<file path="config.mk">
export PLATFORM = sky130hd
export DESIGN_NAME = fifo_load_arbiter
export DESIGN_NICKNAME = d
export VERILOG_FILES = /design/src/rtl/fifo_load_arbiter.sv
export SDC_FILE = /design/constraint.sdc
export NUM_CORES = 1
export LEC_CHECK = 0
export CAP_MARGIN = 10
export CORE_MARGIN = 3
export CORE_UTILIZATION = 45
export DETAILED_ROUTE_END_ITERATION = 8
export PLACE_DENSITY = 0.71
export SETUP_SLACK_MARGIN = 0.15
export SKIP_LAST_GASP = 1
export SLEW_MARGIN = 5
export SYNTH_ARGS = -nofsm -noshare
export SYNTH_HDL_FRONTEND = slang
export SYNTH_SLANG_ARGS = --single-unit
</file>
<file path="constraint.sdc">
create_clock -name clk -period 2.2 [get_ports clk]
set_input_delay 0.44 -clock clk [delete_from_list [all_inputs] [get_ports clk]]
set_output_delay 0.44 -clock clk [all_outputs]
set_load 0.1 [all_outputs]
</file>
<file path="src/rtl/fifo_load_arbiter.sv">
// Round-robin arbiter sharing one capture FIFO write port between CH1 and CH2.
// Define ARB_FIXED_PRIO_EN for fixed CH1-first priority instead of round-robin.
module fifo_load_arbiter #(
    parameter int BURST_LEN = 8,
    parameter int CNT_W     = 4
) (
    input  logic             clk,
    input  logic             reset,
    input  logic             req_ch1,
    input  logic             req_ch2,
    input  logic             valid_ch1,
    input  logic             valid_ch2,
    input  logic             fifo_full,
    input  logic             fifo_empty,
    output logic             mux_sel,
    output logic             fifo_wr,
    output logic             fifo_rd,
    output logic             gnt_ch1,
    output logic             gnt_ch2,
    output logic             ack_ch1,
    output logic             ack_ch2,
    output logic             ready,
    output logic [CNT_W-1:0] burst_cnt
);

    typedef enum logic [1:0] {
        S_IDLE,
        S_LOAD,
        S_FINISH,
        S_DRAIN
    } state_t;

    state_t           r_state;
    state_t           w_next;
    logic             r_gnt1;
    logic             r_gnt2;
    logic [CNT_W-1:0] r_cnt;
    logic [CNT_W-1:0] r_burst_cnt;
    logic             w_req_any;
    logic             w_pick1;
    logic             w_req_sel;
    logic             w_valid_sel;
    logic             w_last;
    logic             w_wr;
    logic             w_take;

    assign w_req_any   = req_ch1 | req_ch2;
    assign w_req_sel   = r_gnt1 ? req_ch1 : req_ch2;
    assign w_valid_sel = r_gnt1 ? valid_ch1 : valid_ch2;
    assign w_last      = (r_cnt == CNT_W'(BURST_LEN - 1));
    assign w_take      = (r_state == S_IDLE) & w_req_any;
    assign burst_cnt   = r_burst_cnt;

`ifdef ARB_FIXED_PRIO_EN
    assign w_pick1 = req_ch1;
`else
    logic r_last1;

    assign w_pick1 = req_ch1 & (~req_ch2 | ~r_last1);

    // Remember the last winner so a tie alternates; reset favours CH1.
    always_ff @(posedge clk or negedge reset) begin
        if (!reset) begin
            r_last1 <= 1'b0;
        end else if (w_take) begin
            r_last1 <= w_pick1;
        end
    end
`endif

    // State register.
    always_ff @(posedge clk or negedge reset) begin
        if (!reset) begin
            r_state <= S_IDLE;
        end else begin
            r_state <= w_next;
        end
    end

    // Grant latch, word counter and completed-burst length.
    always_ff @(posedge clk or negedge reset) begin
        if (!reset) begin
            r_gnt1      <= 1'b0;
            r_gnt2      <= 1'b0;
            r_cnt       <= '0;
            r_burst_cnt <= '0;
        end else begin
            if (w_take) begin
                r_gnt1 <= w_pick1;
                r_gnt2 <= ~w_pick1;
            end
            if (w_wr) begin
                r_cnt <= r_cnt + 1'b1;
            end
            if (r_state == S_FINISH) begin
                r_burst_cnt <= r_cnt;
                r_cnt       <= '0;
                r_gnt1      <= 1'b0;
                r_gnt2      <= 1'b0;
            end
        end
    end

    // Next-state and output decode.
    always_comb begin
        w_next  = r_state;
        w_wr    = 1'b0;
        ready   = 1'b0;
        mux_sel = 1'b0;
        gnt_ch1 = 1'b0;
        gnt_ch2 = 1'b0;
        fifo_rd = 1'b0;
        case (r_state)
            S_IDLE: begin
                ready = 1'b1;
                if (w_req_any) begin
                    w_next = S_LOAD;
                end
            end
            S_LOAD: begin
                gnt_ch1 = r_gnt1;
                gnt_ch2 = r_gnt2;
                mux_sel = r_gnt1;
                if (fifo_full) begin
                    w_next = S_FINISH;
                end else if (!w_req_sel) begin
                    w_next = S_FINISH;
                end else begin
                    w_wr = w_valid_sel;
                    if (w_valid_sel && w_last) begin
                        w_next = S_FINISH;
                    end
                end
            end
            S_FINISH: begin
                w_next = S_DRAIN;
            end
            S_DRAIN: begin
                if (fifo_empty) begin
                    w_next = S_IDLE;
                end else begin
                    fifo_rd = 1'b1;
                end
            end
            default: begin
                w_next = S_IDLE;
            end
        endcase
    end

    assign fifo_wr = w_wr;
    assign ack_ch1 = w_wr & r_gnt1;
    assign ack_ch2 = w_wr & r_gnt2;

endmodule

</file>
==> results of run 1 <==
[worst min-delay path by stage]
stage / startpoint / slack, ns / cells past startpoint / endpoint
final: burst_cnt[0] / 0.51 / 1 / burst_cnt[0]
after floorplan: reset / 0.14 / 0 / burst_cnt[0]
after CTS: burst_cnt[0] / 0.52 / 1 / burst_cnt[0]
after global routing: burst_cnt[0] / 0.53 / 1 / burst_cnt[0]
after detailed placement: burst_cnt[0] / 0.50 / 1 / burst_cnt[0]
after global placement: burst_cnt[3] / 0.49 / 1 / burst_cnt[3]
[power by group through the flow]
stage          combinational, mW  sequential, mW  clock (mW)
3_5_place_dp               0.796           0.379           0
5_1_grt                    0.887           0.382       0.161
4_1_cts                    0.826           0.371       0.156
6_report                   0.825           0.371       0.149
2_1_floorplan              0.554           0.389           0
3_3_place_gp               0.785           0.375           0
[cell families after synthesis]
group	synth area share
AND/OR/NAND/NOR	0.1917
flip-flops	0.4297
multiplexers	0.1421
AO/OA/AOI/OAI	0.06776
buffers and inverters	0.03470
adder cells (fa/ha/maj)	0.09917
XOR/XNOR	0.03472
[worst register-to-register path, cell delays in order, from the launching register on]
cell,delay (ns)
sky130_fd_sc_hd__dfrtp_1,0.50
sky130_fd_sc_hd__mux2i_4,0.33
sky130_fd_sc_hd__buf_4,0.17
sky130_fd_sc_hd__nor3_2,0.05
sky130_fd_sc_hd__o31ai_4,0.22
sky130_fd_sc_hd__mux2_4,0.32
[repair_timing]
item                                    4_1_cts  5_1_grt
pin swaps                                     0        1
cloned                                        0        0
buffers inserted                              1        1
gates resized for setup                       2        3
endpoints found under the setup margin        2        2
[state kept, by name, summed over array words and instances, names as in the netlist]
register and flops:
r_gnt2 1, r_cnt 4, r_gnt1 1, r_state 2, r_last1 1, burst_cnt 4
[cell type report]
| class | count | area, µm² | share of cell area |
|---|---|---|---|
| multi-input combinational | 49 | 444.2 | 0.3931 |
| sequential | 13 | 325.3 | 0.2879 |
| timing repair buffer | 23 | 297.8 | 0.2636 |
| clock buffer | 3 | 22.52 | 0.01993 |
| tap | 16 | 20.02 | 0.01772 |
| inverter | 4 | 15.01 | 0.01329 |
| clock inverter | 1 | 5.005 | 0.004430 |
[routing by layer]
layer  vias up  part of all wire
met5         -                 0
met4         0             0.025
met3         4             0.076
met2        22              0.45
met1       242              0.44
li1        279                 -
[metrics by stage]
stage / area (µm²) / setup TNS, ns / hold WS, ns
after floorplan: 787.0 / -0.4761 / 0.1444
after global placement: 1071 / 0 / 0.4902
final: 1130 / 0 / 0.5148
after detailed placement: 1071 / 0 / 0.4990
after global routing: 1130 / 0 / 0.5308
after CTS: 1114 / 0 / 0.5178
[layout by cell type (no fill, tap or decap), types with 2 or more instances in the layout]
master / netlist / routed
sky130_fd_sc_hd__a21oi_1: 5 / 5
sky130_fd_sc_hd__nand2_1: 5 / 5
sky130_fd_sc_hd__nor3_2: 1 / 2
sky130_fd_sc_hd__mux2_2: 4 / 4
sky130_fd_sc_hd__ha_1: 6 / 5
sky130_fd_sc_hd__dfrtp_1: 13 / 13
sky130_fd_sc_hd__mux2i_1: 2 / 2
sky130_fd_sc_hd__inv_1: 4 / 3
sky130_fd_sc_hd__nor2_1: 8 / 8
sky130_fd_sc_hd__clkdlybuf4s50_1: 0 / 4
sky130_fd_sc_hd__buf_4: 1 / 7
sky130_fd_sc_hd__xnor2_1: 3 / 3
sky130_fd_sc_hd__buf_12: 0 / 8
sky130_fd_sc_hd__clkbuf_4: 0 / 3
sky130_fd_sc_hd__dlymetal6s2s_1: 0 / 2
==> out/qor_table.md, run 1 <==
| Result | This run |
|---|---|
| Remaining design rule violation count | 0 |
| Fraction of final layout cells sized beyond drive strength 1 | 0.4194 |
| Setup violators final | 0 |
| Final Core Density | 0.7330 |
| Post-synth top flop | sky130_fd_sc_hd__dfrtp_1 |
| Startpoint-to-endpoint class of the critical path | input port to output port |
| Count of different cell masters after synthesis | 25 |
| Drt wl/cell | 13.01 µm |
| Maximum ir drop on the vdd rail | 0.0006096 V |
| Antenna violations before repair | 0 |
| Top cell type's share of synthesized area | 0.4298 |
| Launching instance or port of the critical path | valid_ch2 |
| Clock latency on the worst-skew pair | 0.28 ns |
| Cts-stage hold buffer count | 0 |
| H-tree depth | 1 |
| Relative slew slack | 0.6204 |
| FF-to-FF path depth | 5 |
| Placed instance count | 103 |
| Clock tree from TritonCTS | built |
| Transition at the pin with the smallest max-transition slack | 0.5676 ns |
| Unrepaired setup endpoints after global routing | no |
| Sequential group share of total power | 0.276 |
| Maximum cell stage delay along the critical path | 0.50 ns |
| Number of pins exceeding their max-slew limit in the final report | 0 |
| Placed wire-length estimate after detailed placement | 1091 µm |
| Root Driver | sky130_fd_sc_hd__clkbuf_4 |
| Final Wtd Congestion | 0.7105 |
| Run status | finished clean |
| Y dimension of the die | 47.02 µm |
| Type of origin of the critical path | input port |
| Register area share after synthesis | 0.4298 |
| Die boundary width | 47.02 µm |
| Total of fill cells in the finished design | 106 |
| Count of inserted antenna diode cells | 0 |
| Syn nets | 82 |
| Final setup margin | 0.1708 ns |
| Number of enable-type register cells in the synthesized netlist | 0 |
| Worst-path cell chain | clkdlybuf4s50_1 > mux2i_4 > nor3_4 > and2_4 > buf_12 |
| Crit-path max FO | 2 |
| Area of the mapped netlist | 757.0 µm² |
| Floorplan Core Area | 1541 µm² |
| Number of I/O pins | 20 |
| Combined buffer and inverter count along the critical path | 2 |
| Path category of the worst min-delay check | flop to flop |
| Sink count of the clock tree | 13 |
| Inserted Clock Buffers | 3 |
| Global Route Usage Sum | 0.1489 |
| Lkg Pwr | 0.5313 nW |
| Total Power | 1.345 mW |
| Mean cell area of the mapped netlist | 11.13 µm² |
| Asr flop ratio synth | 1.000 |
| Biggest area consumer among synthesized cells | sky130_fd_sc_hd__dfrtp_1 |
| Critical path's slowest cell | sky130_fd_sc_hd__clkdlybuf4s50_1 |
| CP arrival | 1.59 ns |
| Most used routing layer in global routing | met2 |
| Fraction of met2 tracks used by global routing | 0.2466 |
| Die outline area | 2210 µm² |
| Power per unit of standard cell area | 1191 nW/µm² |
| Met3 demand-to-capacity share in global routing | 0.03831 |
| Net load switching power | 0.6417 mW |
| Combinational group share of total power | 0.613 |
| Launch point of the worst reg-to-reg path | r_gnt1 |
| Critical path required time | 1.76 ns |
| Critical path depth | 5 |
| Fraction of power spent switching nets | 0.4770 |
| Critical path capture point type | output port |
| Clock slew at the register clock pins of the worst setup and hold paths | 0.08 ns |
| Vias in the first global route | 530 |
| Largest net degree at the start of global routing | 14 |
| Cell-internal power | 0.7034 mW |
| Area growth from synthesis to layout | 49.26% |
| Number of storage elements in the synthesis netlist | 13 |
| Number of cell rows | 14 |
| Commonest cells in the netlist | 13 x sky130_fd_sc_hd__dfrtp_1, 8 x sky130_fd_sc_hd__nor2_1, 6 x sky130_fd_sc_hd__ha_1, 5 x sky130_fd_sc_hd__a21oi_1, 5 x sky130_fd_sc_hd__nand2_1 |
| Number of max-cap violations | 0 |
| Number of antenna-violating nets in the routed design | 0 |
| Warnings from Yosys | 0 |
| Time the final worst path needs with I/O delays and setup | 2.029 ns |
| Post-route clock skew | 0.002006 ns |
| Total wire length | 1418 µm |
| Worst setup endpoint | ack_ch2 |
| DRT iter0 DRCs | 3 |
| Fmax achieved | 492.8 MHz |
| Via total after detailed routing | 547 |
| Area contributors post-synth | sky130_fd_sc_hd__dfrtp_1 43%, sky130_fd_sc_hd__ha_1 9.9%, sky130_fd_sc_hd__mux2_2 6.0% |
| Detailed-router iteration count before antenna repair | 2 |
| Register-to-register setup slack | 0.49 ns |
| Longest Clk Path Bufs | 2 |
| Met1 capacity usage during global routing | 0.1820 |
| Worst flop-to-flop path endpoint | r_state[1] |
| Cells after synthesis | 68 |
| Port bufs | 19 |
| Clock share of power | 0.111 |
| Remaining global-route overflow | 0 |
| Setup WS pre-CTS | 0.09709 ns |
| Final hold violation count | 0 |
| Number of nets in the layout | 108 |
| Dominant cell by count in the synthesized netlist | sky130_fd_sc_hd__dfrtp_1 |
| Global-route wire length before repair | 2221 µm |
| Average vias per placed instance | 5.018 |
| Final instance count without filler cells | 109 |
| Starting utilization of the core area | 0.4911 |
| Kind of cell with the highest combined delay on the critical path | buffers and inverters |
| Post-route clock period utilization | 0.9223 |
(Power assumes the default switching activity.)
==> run 2, diff against run 1 <==
--- a/config.mk
+++ b/config.mk
@@ -12,7 +12,7 @@
 export PLACE_DENSITY = 0.71
 export SETUP_SLACK_MARGIN = 0.15
 export SKIP_LAST_GASP = 1
-export SLEW_MARGIN = 5
+export SLEW_MARGIN = 0
 export SYNTH_ARGS = -nofsm -noshare
 export SYNTH_HDL_FRONTEND = slang
 export SYNTH_SLANG_ARGS = --single-unit
==> results of run 2 <==
Same layout as run 1: the final DEF is identical, and so are final timing and power.
